===== config.mk =====
export PLATFORM = sky130hd
export DESIGN_NAME = serial_adder_flat
export DESIGN_NICKNAME = d
export VERILOG_FILES = /design/src/rtl/serial_adder_if.sv /design/src/rtl/serial_adder.sv /design/src/flat_wrapper.sv
export SDC_FILE = /design/constraint.sdc
export NUM_CORES = 1
export LEC_CHECK = 0
export ABC_AREA = 1
export ABC_CLOCK_PERIOD_IN_PS = 1900
export BUFFER_PORTS_ARGS = -buffer_cell sky130_fd_sc_hd__buf_4
export CAP_MARGIN = 10
export CELL_PAD_IN_SITES_DETAIL_PLACEMENT = 0
export CELL_PAD_IN_SITES_GLOBAL_PLACEMENT = 1
export CORE_UTILIZATION = 25
export CTS_BUF_LIST = sky130_fd_sc_hd__clkbuf_8 sky130_fd_sc_hd__clkbuf_16
export CTS_CLUSTER_DIAMETER = 30
export DETAILED_ROUTE_END_ITERATION = 7
export PLACE_DENSITY_LB_ADDON = 0.15
export RECOVER_POWER = 50
export SETUP_SLACK_MARGIN = 0.15
export SYNTH_ARGS = -nofsm -noshare
export SYNTH_HDL_FRONTEND = slang
export SYNTH_SLANG_ARGS = --single-unit

===== constraint.sdc =====
create_clock -name clk -period 1.9 [get_ports clk]
set_input_delay 0.19 -clock clk [delete_from_list [all_inputs] [get_ports clk]]
set_output_delay 0.19 -clock clk [all_outputs]
set_load 0.05 [all_outputs]

===== src/rtl/serial_adder_if.sv =====
// Operand/result bundle between an operand source and the bit-serial adder.
interface serial_adder_if #(
  parameter int WIDTH = 8
);
  logic             start;
  logic [WIDTH-1:0] a;
  logic [WIDTH-1:0] b;
  logic             cin;
  logic             busy;
  logic             done;
  logic [WIDTH-1:0] sum;
  logic             cout;

  modport master (output start, a, b, cin, input busy, done, sum, cout);
  modport slave  (input start, a, b, cin, output busy, done, sum, cout);
endinterface


===== src/rtl/serial_adder.sv =====
// Bit-serial ripple adder: one full-adder cell reused LSB-first over WIDTH
// clocks with a registered carry. Result is held until the next completion.
module serial_adder #(
  parameter int WIDTH = 8
) (
  input  logic          clk,
  input  logic          rst_n,
  serial_adder_if.slave bus
);
  localparam int CNT_W = (WIDTH > 1) ? $clog2(WIDTH) : 1;

  typedef enum logic [1:0] {S_IDLE, S_RUN, S_DONE} state_t;

  state_t           state_q, state_d;
  logic [WIDTH-1:0] a_q, a_d, b_q, b_d;
  logic [WIDTH-1:0] psum_q, psum_d;
  logic [WIDTH-1:0] sum_q, sum_d;
  logic             carry_q, carry_d;
  logic             cout_q, cout_d;
  logic [CNT_W-1:0] cnt_q, cnt_d;
  logic             s_bit, c_next;

  // Single full-adder cell on the current LSBs and the registered carry.
  always_comb begin
    s_bit  = a_q[0] ^ b_q[0] ^ carry_q;
    c_next = (a_q[0] & b_q[0]) | (carry_q & (a_q[0] ^ b_q[0]));
  end

  // Next-state and datapath updates; start is only looked at in IDLE.
  always_comb begin
    state_d = state_q;
    a_d     = a_q;
    b_d     = b_q;
    psum_d  = psum_q;
    sum_d   = sum_q;
    carry_d = carry_q;
    cout_d  = cout_q;
    cnt_d   = cnt_q;
    case (state_q)
      S_IDLE: begin
        if (bus.start) begin
          a_d     = bus.a;
          b_d     = bus.b;
          carry_d = bus.cin;
          cnt_d   = '0;
          psum_d  = '0;
          state_d = S_RUN;
        end
      end
      S_RUN: begin
        a_d     = a_q >> 1;
        b_d     = b_q >> 1;
        carry_d = c_next;
        psum_d  = {s_bit, psum_q[WIDTH-1:1]};
        if (cnt_q == CNT_W'(WIDTH - 1)) begin
          // Last bit: publish the whole word at once so sum never shows partials.
          sum_d   = {s_bit, psum_q[WIDTH-1:1]};
          cout_d  = c_next;
          cnt_d   = '0;
          state_d = S_DONE;
        end else begin
          cnt_d = cnt_q + CNT_W'(1);
        end
      end
      S_DONE:  state_d = S_IDLE;
      default: state_d = S_IDLE;
    endcase
  end

  // State and datapath registers; reset also aborts any operation in flight.
  always_ff @(posedge clk) begin
    if (!rst_n) begin
      state_q <= S_IDLE;
      a_q     <= '0;
      b_q     <= '0;
      psum_q  <= '0;
      sum_q   <= '0;
      carry_q <= 1'b0;
      cout_q  <= 1'b0;
      cnt_q   <= '0;
    end else begin
      state_q <= state_d;
      a_q     <= a_d;
      b_q     <= b_d;
      psum_q  <= psum_d;
      sum_q   <= sum_d;
      carry_q <= carry_d;
      cout_q  <= cout_d;
      cnt_q   <= cnt_d;
    end
  end

  assign bus.busy = (state_q == S_RUN);
  assign bus.done = (state_q == S_DONE);
  assign bus.sum  = sum_q;
  assign bus.cout = cout_q;
endmodule

===== src/flat_wrapper.sv =====
// flat-port wrapper written by rule: the top's interface ports become plain ports
module serial_adder_flat 
#(
  parameter int WIDTH = 8
)
  (clk, rst_n, bus_start, bus_a, bus_b, bus_cin, bus_busy, bus_done, bus_sum, bus_cout);
  serial_adder_if #(.WIDTH(WIDTH)) bus_i ();
  input  logic clk;
  input  logic rst_n;
  input wire logic [$bits(bus_i.start)-1:0] bus_start;
  input wire logic [$bits(bus_i.a)-1:0] bus_a;
  input wire logic [$bits(bus_i.b)-1:0] bus_b;
  input wire logic [$bits(bus_i.cin)-1:0] bus_cin;
  output wire logic [$bits(bus_i.busy)-1:0] bus_busy;
  output wire logic [$bits(bus_i.done)-1:0] bus_done;
  output wire logic [$bits(bus_i.sum)-1:0] bus_sum;
  output wire logic [$bits(bus_i.cout)-1:0] bus_cout;
  assign bus_i.start = bus_start;
  assign bus_i.a = bus_a;
  assign bus_i.b = bus_b;
  assign bus_i.cin = bus_cin;
  assign bus_busy = bus_i.busy;
  assign bus_done = bus_i.done;
  assign bus_sum = bus_i.sum;
  assign bus_cout = bus_i.cout;
  serial_adder #(.WIDTH(WIDTH)) u_core (.clk(clk), .rst_n(rst_n), .bus(bus_i));
endmodule

Word-level counts from Yosys, hierarchy flattened
Index checks and enable logic that the tools add are counted.

Muxes and demuxes: 14. Reductions and logical operators: 5. $add $sub $neg: 1. Equal/unequal tests: 5. Bitwise logic cells: 5.

Operators with widths (count): 8-bit case mux with 2 select lines (3); 8-bit two-way mux (3); 3-bit two-way mux (2); 3-bit case mux with 2 select lines (1); 2-bit AND reduction (3); 2-bit two-way mux (2); 2-bit case mux with 2 select lines (1); 3-bit by 1-bit adder with 3-bit output, second input constant (1); 3-bit equality test, second input constant (1); 1-bit bitwise AND (2); 2-bit by 1-bit equality test with 1-bit output, second input constant (1); 2-bit equality test, second input constant (1); 2-bit logical NOT (1); 2-bit by 1-bit != test with 1-bit output, second input constant (1); 2-bit != test, second input constant (1); 1-bit case mux with 2 select lines (1); 2-bit nonzero test (1); 1-bit bitwise XOR (2); 1-bit two-way mux (1); 1-bit OR (1).

Register bits: 39.

Logic depth before layout (Yosys ltp)
Gate-level depths: netlist of the first run.

Depth in word-level cells: 4. Mapped depth: 8. Mapped depth without buffers: 7.

Worst setup path after synthesis of the first run
No wires, ideal clock.

Kind: reg2out. Start point: reg u_core.state_q[1]. End point: out bus_done. Path slack: 0.507 ns. Stages on the path, launching flop included: 4. Arrival: 1.203 ns. Buffers on the path: 1. Path through: dfxtp_1 inv_1 buf_2 nor2_1.

Word-level cells in the longest chain between the ends: 1.

RTL lines: start: declaration (RTL line serial_adder.sv:14) `state_t state_q, state_d;`; start signal: assignment (RTL line serial_adder.sv:82) `state_q <= state_d;`; 2-bit equality test (RTL line serial_adder.sv:94) `assign bus.done = (state_q == S_DONE);`; end: declaration (RTL line flat_wrapper.sv:15) `output wire logic [$bits(bus_i.done)-1:0] bus_done;`.

No other way between the ends.

Final worst setup path of the first run
Start point: reg u_core.state_q[0]. End point: reg u_core.cnt_q[1].

Word-level cells in the longest chain between the ends: 3. Elaborated cells on any way between the ends: 6.

RTL lines: 2-bit by 1-bit equality test with 1-bit output / 2-bit logical NOT (equally long branches) (RTL line serial_adder.sv:39) `case (state_q)`; 2-bit nonzero test (no source line) / 2-bit != test (equally long branches); 2-bit AND reduction (no source line); end signal: assignment (RTL line serial_adder.sv:89) `cnt_q <= cnt_d;`; end: declaration (RTL line serial_adder.sv:20) `logic [CNT_W-1:0] cnt_q, cnt_d;`.

Several ways; a longest one is shown, not always the timed one. A chain may end at the register's enable or synchronous reset.

==> results of run 1 <==
## how the worst max path moves through the flow
stage,end,from,slack [ns]
2_1_floorplan,bus_done,u_core.state_q[1],0.51
6_report,u_core.cnt_q[1],u_core.state_q[0],0.34
3_5_place_dp,u_core.bus.sum[6],u_core.cnt_q[0],0.42
4_1_cts,bus_busy,u_core.state_q[0],0.31
5_1_grt,u_core.cnt_q[0],u_core.state_q[1],0.19
3_3_place_gp,u_core.bus.sum[6],u_core.cnt_q[0],0.42
## critical path, cell delays in order, from the launching register on
cell and delay, ns:
dfxtp_1 0.32, buf_4 0.17, o21ai_0 0.22, clkbuf_1 0.52
nand2_1 0.10, a21oi_1 0.15
## routing by layer
metal | track usage | vias to the layer above
met1 | 0.1616 | 685
met5 | 0 | -
met3 | 0.03082 | 7
met4 | 0.04702 | 0
met2 | 0.2094 | 19
li1 | - | 825
## power by group through the flow
stage	Clock, mW	Sequential [mW]	Combinational, mW
CTS	0.721	0.848	0.218
detailed placement	0	0.867	0.216
floorplan	0	0.863	0.143
global route	0.758	0.852	0.246
global placement	0	0.867	0.218
finish	0.699	0.848	0.210
## cell families (layout without fill, tap and decap cells)
logic type               after synthesis  after routing  share of synthesized area
adder cells (fa/ha/maj)                3              3                    0.02729
flip-flops                            38             38                     0.4610
AND/OR/NAND/NOR                      155            155                     0.3632
AO/OA/AOI/OAI                         22             22                    0.06671
buffers and inverters                 32             65                    0.08188
## cell type report
type,instances,area [um^2]
Multi-Input combinational cell,180,754.5
Clock buffer,5,68.82
Timing Repair Buffer,36,230.2
Sequential cell,38,760.7
Clock inverter,3,45.04
Tap cell,77,96.34
Inverter,21,78.83
Fill cell,731,4315
## Yosys cell counts, drive strengths merged
| library cell | count | share of area |
|---|---|---|
| nand2 | 82 | 0.19 |
| nor2 | 59 | 0.13 |
| dfxtp | 38 | 0.46 |
| inv | 21 | 0.048 |
| a21oi | 13 | 0.039 |
| nand3 | 13 | 0.039 |
| buf | 9 | 0.030 |
| o21ai | 9 | 0.027 |
| clkbuf | 2 | 0.0046 |
| ha | 2 | 0.015 |
| fa | 1 | 0.012 |
| nor3 | 1 | 0.0030 |
## flip-flops by register name (all words and copies together), names as in the netlist
register         cells
u_core.bus.cout      1
u_core.b_q           8
u_core.state_q       2
u_core.bus.sum       8
u_core.cnt_q         3
u_core.psum_q        7
u_core.carry_q       1
u_core.a_q           8
## stage by stage
step	cells	util	area, um^2	total power, mW	hold slack, ns
final	360	0.3204	2034	1.757	0.1716
after global routing	360	0.3204	2034	1.856	0.1817
after CTS	360	0.3273	2078	1.787	0.1689
after detailed placement	352	0.3094	1964	1.083	0.4563
after global placement	352	0.3094	1964	1.086	0.4555
after floorplan	250	-	1650	1.006	0.3257
==> results.sh, run 1 <==
export IMPL_clock_sinks=38
export IMPL_hpwlAfterDp_mm=2.598
export IMPL_die_h_um=83.25
export IMPL_synth_ff_latch_count=38
export IMPL_final_cell_mix="nand2_1, nor2_1, dfxtp_1, buf_4, inv_1"
export IMPL_finalWorstSetupSlack_ns=0.3441
export IMPL_place_port_buffers=30
export IMPL_cts_hold_buf=0
export IMPL_drc=0
export IMPL_synth_cell_types=15
export IMPL_num_vias=1536
export IMPL_clk_pin_slew_ns=0.08
export IMPL_track_usage=0.1275
export IMPL_yosysWarnings=0
export IMPL_hold_class="in -> reg"
export IMPL_n_antenna_cell=0
export IMPL_viasPerCell=4.267
export IMPL_min_from="bus_a[7]"
export IMPL_place_ws_ns=0.4223
export IMPL_clkPwrFrac=0.398
export IMPL_end_kind="flop"
export IMPL_worst_r2r_path_depth=5
export IMPL_p_int_mw=1.306
export IMPL_layout_min_cycle_time_ns=1.556
export IMPL_cp_required_ns=2.12
export IMPL_combPwrFrac=0.119
export IMPL_reg2reg_from="u_core.state_q[0]"
export IMPL_critPathMaxFanout=14
export IMPL_num_rows=29
export IMPL_grt_max_degree=25
export IMPL_cts_max_level=2
export IMPL_outcome="finished, final reports clean"
export IMPL_fp_dieW_um=83.25
export IMPL_cts_buffers=5
export IMPL_skew_ns=0.008643
export IMPL_fin_crit_sh=0.8189
export IMPL_cts_tree="yes"
export IMPL_worstReg2RegEnd="u_core.cnt_q[1]"
export IMPL_holdPathEnd="u_core.a_q[7]"
export IMPL_routabilityCongestion=0.6602
export IMPL_dieArea_um2=6931
export IMPL_hold_violations=0
export IMPL_routed_top_layer="met4"
export IMPL_first_pass_iters=4
export IMPL_ys_seq_area_frac=0.4610
export IMPL_antenna_found_initial=0
export IMPL_start_util=0.2599
export IMPL_grt_ovfl_total=0
export IMPL_core_area_um2=6350
export IMPL_setup_tns_ns=0
export IMPL_cts_resized=0
export IMPL_drive_gt1_frac=0.1201
export IMPL_route_met3_wl_um=133
export IMPL_rsz0062_at_grt="no"
export IMPL_syn_area_per_cell_um2=6.601
export IMPL_grt_pass1_wl_mm=7.127
export IMPL_final_common_cell="nand2_1"
export IMPL_p_sw_uw=450.9
export IMPL_power_per_cell_area_nw_per_um2=863.7
export IMPL_wl_per_cell_um=11.09
export IMPL_maxCapViolCount=0
export IMPL_routed_wl_mm=3.994
export IMPL_power_frac_seq=0.483
export IMPL_wl_met1_mm=1.958
export IMPL_regToRegSetupSlack_ns=0.34
export IMPL_fmax_mhz=642.7
export IMPL_syn_nets=273
export IMPL_root_buffer="clkbuf_8"
export IMPL_cp_arrival_ns=1.77
export IMPL_synthCells=250
export IMPL_wl_met2_mm=1.849
export IMPL_ant_nets=0
export IMPL_slew_headroom=0.5841
export IMPL_critical_path_class="reg -> reg"
export IMPL_grt_pass1_vias=1544
export IMPL_worst_hold_path_num_cells=3
export IMPL_sw_frac_of_total=0.2566
export IMPL_nets=305
export IMPL_ir_drop_v=0.0002926
export IMPL_finalMaxSlewViolations=0
export IMPL_tightest_slew_ns=0.6238
export IMPL_clk_path_buf_depth=2
export IMPL_cts_setup_buffers=0
export IMPL_setup_violations=0
export IMPL_worstSkewPairLatency_ns=0.29
export IMPL_startpoint_type="flop"
export IMPL_synth_area_um2=1650
export IMPL_p_leak_nw=0.9712
export IMPL_synthToLayoutAreaGrowth_pct=23.28
export IMPL_ioPinCount=31
export IMPL_drtIter0Drc=50
No activity file was read; power rests on OpenSTA's default activity.
==> inputs of run 2 (changes only) <==
Settings changed: ABC_AREA 1 to 0, ABC_CLOCK_PERIOD_IN_PS 1900 to 1350.
Clock period 1.9 ns to 1.35 ns, I/O delays scaled along.
==> run 2 against run 1 <==
Global-route usage fell by 1.0 points. Critical endpoint is now bus_busy. Setup slack got worse by 0.25 ns. Design area rose by 10%. Routed wire length fell by 5.7%. Via count fell by 13%.
==> results.sh, run 2 <==
export IMPL_outcome="finished, final reports clean"
export IMPL_ioPinCount=31
export IMPL_fp_dieW_um=83
export IMPL_ir_drop_v=0.0005153
export IMPL_power_per_cell_area_nw_per_um2=1220
export IMPL_viasPerCell=4.683
export IMPL_place_inst=269
export IMPL_grt_max_degree=39
export IMPL_clock_sinks=38
export IMPL_synthCells=167
export IMPL_startpoint_type="flop"
export IMPL_clk_path_buf_depth=2
export IMPL_drtIter0Drc=41
export IMPL_fillCellCount=639
export IMPL_start_util=0.2583
export IMPL_setup_tns_ns=0
export IMPL_cp_required_ns=1.22
export IMPL_yosysWarnings=0
export IMPL_tightest_slew_ns=0.3656
export IMPL_place_port_buffers=30
export IMPL_wl_met2_mm=1.792
export IMPL_drc=0
export IMPL_final_cell_mix="dfxtp_1, buf_4, nand2_1, nor2_1, nor2b_1"
export IMPL_root_buffer="clkbuf_8"
export IMPL_ant_nets=0
export IMPL_rsz0062_at_grt="yes"
export IMPL_drive_gt1_frac=0.3671
export IMPL_n_antenna_cell=0
export IMPL_cts_max_level=2
export IMPL_track_usage=0.1174
export IMPL_maxCapViolCount=0
export IMPL_synth_area_um2=1640
export IMPL_num_rows=29
export IMPL_hold_violations=0
export IMPL_end_kind="output port"
export IMPL_cts_hold_buf=0
export IMPL_fin_util=0.3533
export IMPL_synth_most_common_cell="dfxtp_1"
export IMPL_cts_buffers=5
export IMPL_final_common_cell="dfxtp_1"
export IMPL_first_pass_iters=4
export IMPL_cts_tree="yes"
export IMPL_seq_area_um2=774.5
export IMPL_route_met3_wl_um=106
export IMPL_grt_ovfl_total=0
export IMPL_critical_path_class="reg -> out"
export IMPL_power_total_mw=2.736
export IMPL_die_h_um=83
export IMPL_dieArea_um2=6889
export IMPL_synth_top_area_frac=0.4638
export IMPL_yosys_area_top_type="dfxtp_1"
export IMPL_antenna_found_initial=0
export IMPL_grt_pass1_vias=1327
export IMPL_slew_headroom=0.7563
export IMPL_cp_arrival_ns=1.12
export IMPL_num_vias=1330
export IMPL_routed_top_layer="met4"
export IMPL_core_area_um2=6350
export IMPL_worstSkewPairLatency_ns=0.29
export IMPL_wl_per_cell_um=13.26
export IMPL_fmax_mhz=796.7
export IMPL_skew_ns=0.006414
export IMPL_ys_top_cells_by_count="dfxtp_1, nand2_1, nor2_1"
export IMPL_synth_cell_types=31
export IMPL_fin_crit_sh=0.9298
export IMPL_routed_wl_mm=3.766
export IMPL_setup_violations=0
export IMPL_syn_nets=190
export IMPL_critPathMaxFanout=7
export IMPL_synth_main_ff_cell="dfxtp_1"
export IMPL_ys_seq_area_frac=0.4638
export IMPL_final_instance_count_excl_fill=284
export IMPL_hold_ws_ns=0.1127
export IMPL_multi_input_area_um2=850.8
export IMPL_clk_pin_slew_ns=0.08
export IMPL_p_leak_nw=0.9720
export IMPL_async_flop_share=0
export IMPL_nets=229
export IMPL_finalMaxSlewViolations=0
export IMPL_synthToLayoutAreaGrowth_pct=36.77
export IMPL_routabilityCongestion=0.6854
export IMPL_syn_area_per_cell_um2=9.822
export IMPL_synth_ff_latch_count=38
export IMPL_synth_area_leaders="dfxtp_1, a21boi_0, nor2b_1, mux2i_1, o211a_1"
export IMPL_hold_class="in -> reg"
export IMPL_synth_edf_count=0
export IMPL_wl_met1_mm=1.796
export IMPL_hpwlAfterDp_mm=2.474
export IMPL_layout_min_cycle_time_ns=1.255
export IMPL_grt_pass1_wl_mm=6.382
run 2: cells by family after synthesis:
group                      count (synthesis)  share of synthesized area
and+or+nand+nor                           61                     0.1884
AOI/OAI and AO/OA                         41                     0.2060
DFF                                       38                     0.4638
buffers and inverters                     16                    0.06559
muxes                                      8                    0.04882
adders and majority gates                  3                    0.02746
run 2: final cells by class:
class / instances / share of cell area
clock buffer: 6 / 0.03681
inverter: 2 / 0.004462
tap: 77 / 0.04294
multi-input combinational: 113 / 0.3793
sequential: 38 / 0.3452
timing repair buffer: 46 / 0.1645
clock inverter: 2 / 0.02677
run 2: final timing paths:
path	from	end	slack, ns	cells past startpoint
setup / recovery	u_core.state_q[1]	bus_busy	0.09	3
hold / removal	bus_b[4]	u_core.b_q[4]	0.11	3
setup reg to reg	u_core.state_q[1]	u_core.cnt_q[1]	0.14	5
hold reg to reg	u_core.bus.sum[7]	u_core.bus.sum[7]	0.46	2
run 2: stage by stage:
step	setup WS, ns	instance area, um^2
final	0.09482	2243
after global routing	0.05164	2243
after CTS	0.1232	2236
after detailed placement	0.01018	1939
after global placement	0.05947	1939
after floorplan	0.1505	1654
run 2: per-layer routing:
metal / vias up / GRT usage
li1: 669 / -
met1: 633 / 0.1485
met2: 20 / 0.1885
met3: 8 / 0.02982
met4: 0 / 0.05172
met5: - / 0
run 2: critical path: stages, from the launching register on:
cell	delay (ns)
dfxtp_4	0.37
nand2b_1	0.21
inv_4	0.11
buf_8	0.14
run 2: timing repair:
action,CTS,global route
endpoints found under the setup margin,29,23
buffers inserted,7,0
pin swaps,2,6
resized for setup,25,13
cloned,0,0
run 2: power by group:
group | internal [mW] | total, mW | switching (mW)
Combinational | 0.175 | 0.323 | 0.148
Sequential | 1.17 | 1.21 | 0.0370
Clock | 0.788 | 1.20 | 0.415
Total | 2.14 | 2.74 | 0.601
==> inputs of run 3 (changes only) <==
Settings changed: CTS_CLUSTER_DIAMETER 30 to not set, GPL_TIMING_DRIVEN set to 0.
==> run 3 against run 2 <==
First-iteration DRC count decreased by 17%. Critical path depth up 1. Global-route usage rose by 0.92 points. Critical path type unchanged. Critical endpoint is now bus_done.
==> results.sh, run 3 (same netlist as run 2, synthesis figures left out) <==
export IMPL_fin_util=0.3687
export IMPL_final_common_cell="dfxtp_1"
export IMPL_track_usage=0.1266
export IMPL_antenna_found_initial=0
export IMPL_outcome="finished, final reports clean"
export IMPL_num_vias=1368
export IMPL_dieArea_um2=6889
export IMPL_tightest_slew_ns=0.5190
export IMPL_cts_buffers=5
export IMPL_critPathMaxStageDelay_ns=0.35
export IMPL_n_antenna_cell=0
export IMPL_fin_crit_sh=0.9539
export IMPL_cts_hold_buf=0
export IMPL_skew_ns=0.009678
export IMPL_critPathMaxFanout=6
export IMPL_crit_chain="buf_8 > buf_12 > nor2b_4 > buf_6"
export IMPL_power_per_cell_area_nw_per_um2=1179
export IMPL_timing_critical_path_max_delay_family="buffers and inverters"
export IMPL_clk_path_buf_depth=2
export IMPL_worstSkewPairLatency_ns=0.29
export IMPL_slowest_stage="dfxtp_2"
export IMPL_layout_min_cycle_time_ns=1.288
export IMPL_fillCellCount=618
export IMPL_seq_area_um2=768.2
export IMPL_cts_max_level=2
export IMPL_fp_dieW_um=83
export IMPL_cp_arrival_ns=1.15
export IMPL_fmax_mhz=776.6
export IMPL_finalWorstSetupSlack_ns=0.06226
export IMPL_core_area_um2=6350
export IMPL_multi_input_area_um2=865.8
export IMPL_viasPerCell=4.653
export IMPL_ant_nets=0
export IMPL_p_leak_nw=1.016
export IMPL_drive_gt1_frac=0.3779
export IMPL_num_rows=29
export IMPL_final_instance_count_excl_fill=294
export IMPL_dpl_cell_area_um2=1961
export IMPL_startpoint_type="flop"
export IMPL_fin_area_um2=2341
export IMPL_critical_path_class="reg -> out"
export IMPL_drc=0
export IMPL_wl_per_cell_um=14.19
export IMPL_clock_sinks=38
export IMPL_setup_violations=0
export IMPL_hold_ws_ns=0.1103
export IMPL_cts_tree="yes"
export IMPL_start_util=0.2583
export IMPL_first_pass_iters=4
export IMPL_slew_headroom=0.6540
export IMPL_ir_drop_v=0.0005576
export IMPL_place_port_buffers=28
export IMPL_final_cell_mix="dfxtp_1, buf_4, nand2_1, nor2_1, nor2b_1"
export IMPL_root_buffer="clkbuf_8"
export IMPL_hpwlAfterDp_mm=2.657
export IMPL_grt_ovfl_total=0
export IMPL_setup_tns_ns=0
export IMPL_hold_class="in -> reg"
export IMPL_clk_pin_slew_ns=0.08
export IMPL_power_total_mw=2.759
export IMPL_finalMaxSlewViolations=0
export IMPL_cp_num_buf_inv=3
export IMPL_maxCapViolCount=0
export IMPL_grt_pass1_wl_mm=6.865
export IMPL_synthToLayoutAreaGrowth_pct=42.72
export IMPL_place_ws_ns=-0.06223
export IMPL_grt_pass1_vias=1374
export IMPL_drtIter0Drc=34
export IMPL_nets=239
export IMPL_grt_max_degree=14
export IMPL_hold_violations=0
export IMPL_rsz0062_at_grt="yes"
export IMPL_place_inst=272
export IMPL_ioPinCount=31
export IMPL_routed_wl_mm=4.173
export IMPL_end_kind="output port"
export IMPL_die_h_um=83
export IMPL_routabilityCongestion=0.7036
export IMPL_cp_required_ns=1.22
==> run 3: final timing paths <==
check	startpoint	endpoint	slack [ns]	cells after the start
worst max-delay path	u_core.state_q[0]	bus_done	0.06	4
worst min-delay path	bus_b[4]	u_core.b_q[4]	0.11	3
worst max register to register	u_core.state_q[1]	u_core.bus.sum[1]	0.10	7
worst min register to register	u_core.bus.sum[3]	u_core.bus.sum[3]	0.46	2
==> run 3: final cells by class <==
class | instances | share of cell area
buffer | 14 | 0.06253
clock buffer | 5 | 0.02940
clock inverter | 3 | 0.02940
inverter | 2 | 0.006414
multi-input combinational | 114 | 0.3699
sequential | 38 | 0.3282
tap | 77 | 0.04115
timing repair buffer | 41 | 0.1331
==> run 3: what timing repair did <==
| action | 4_1_cts | 5_1_grt |
|---|---|---|
| pin swaps | 2 | 4 |
| setup endpoints to repair | 39 | 40 |
| setup buffers | 10 | 1 |
| cloned | 3 | 0 |
| resized for setup | 35 | 15 |
==> run 3: metal layers <==
metal	wire length [um]	global-route usage
met1	1857	0.1525
met2	2116	0.2191
met3	150	0.03181
met4	49	0.04232
met5	0	0
==> run 3: worst register-to-register path: stages, from the launching register on <==
cell      delay, ns
dfxtp_2        0.33
nand2b_4       0.13
buf_6          0.13
inv_8          0.04
buf_8          0.09
clkbuf_2       0.20
nand3_1        0.11
a21boi_0       0.15
==> run 3: power by group <==
group / internal [mW] / switching, mW / total [mW]
clock network: 0.741 / 0.434 / 1.17
registers: 1.17 / 0.0367 / 1.21
logic: 0.206 / 0.167 / 0.374
total: 2.12 / 0.638 / 2.76
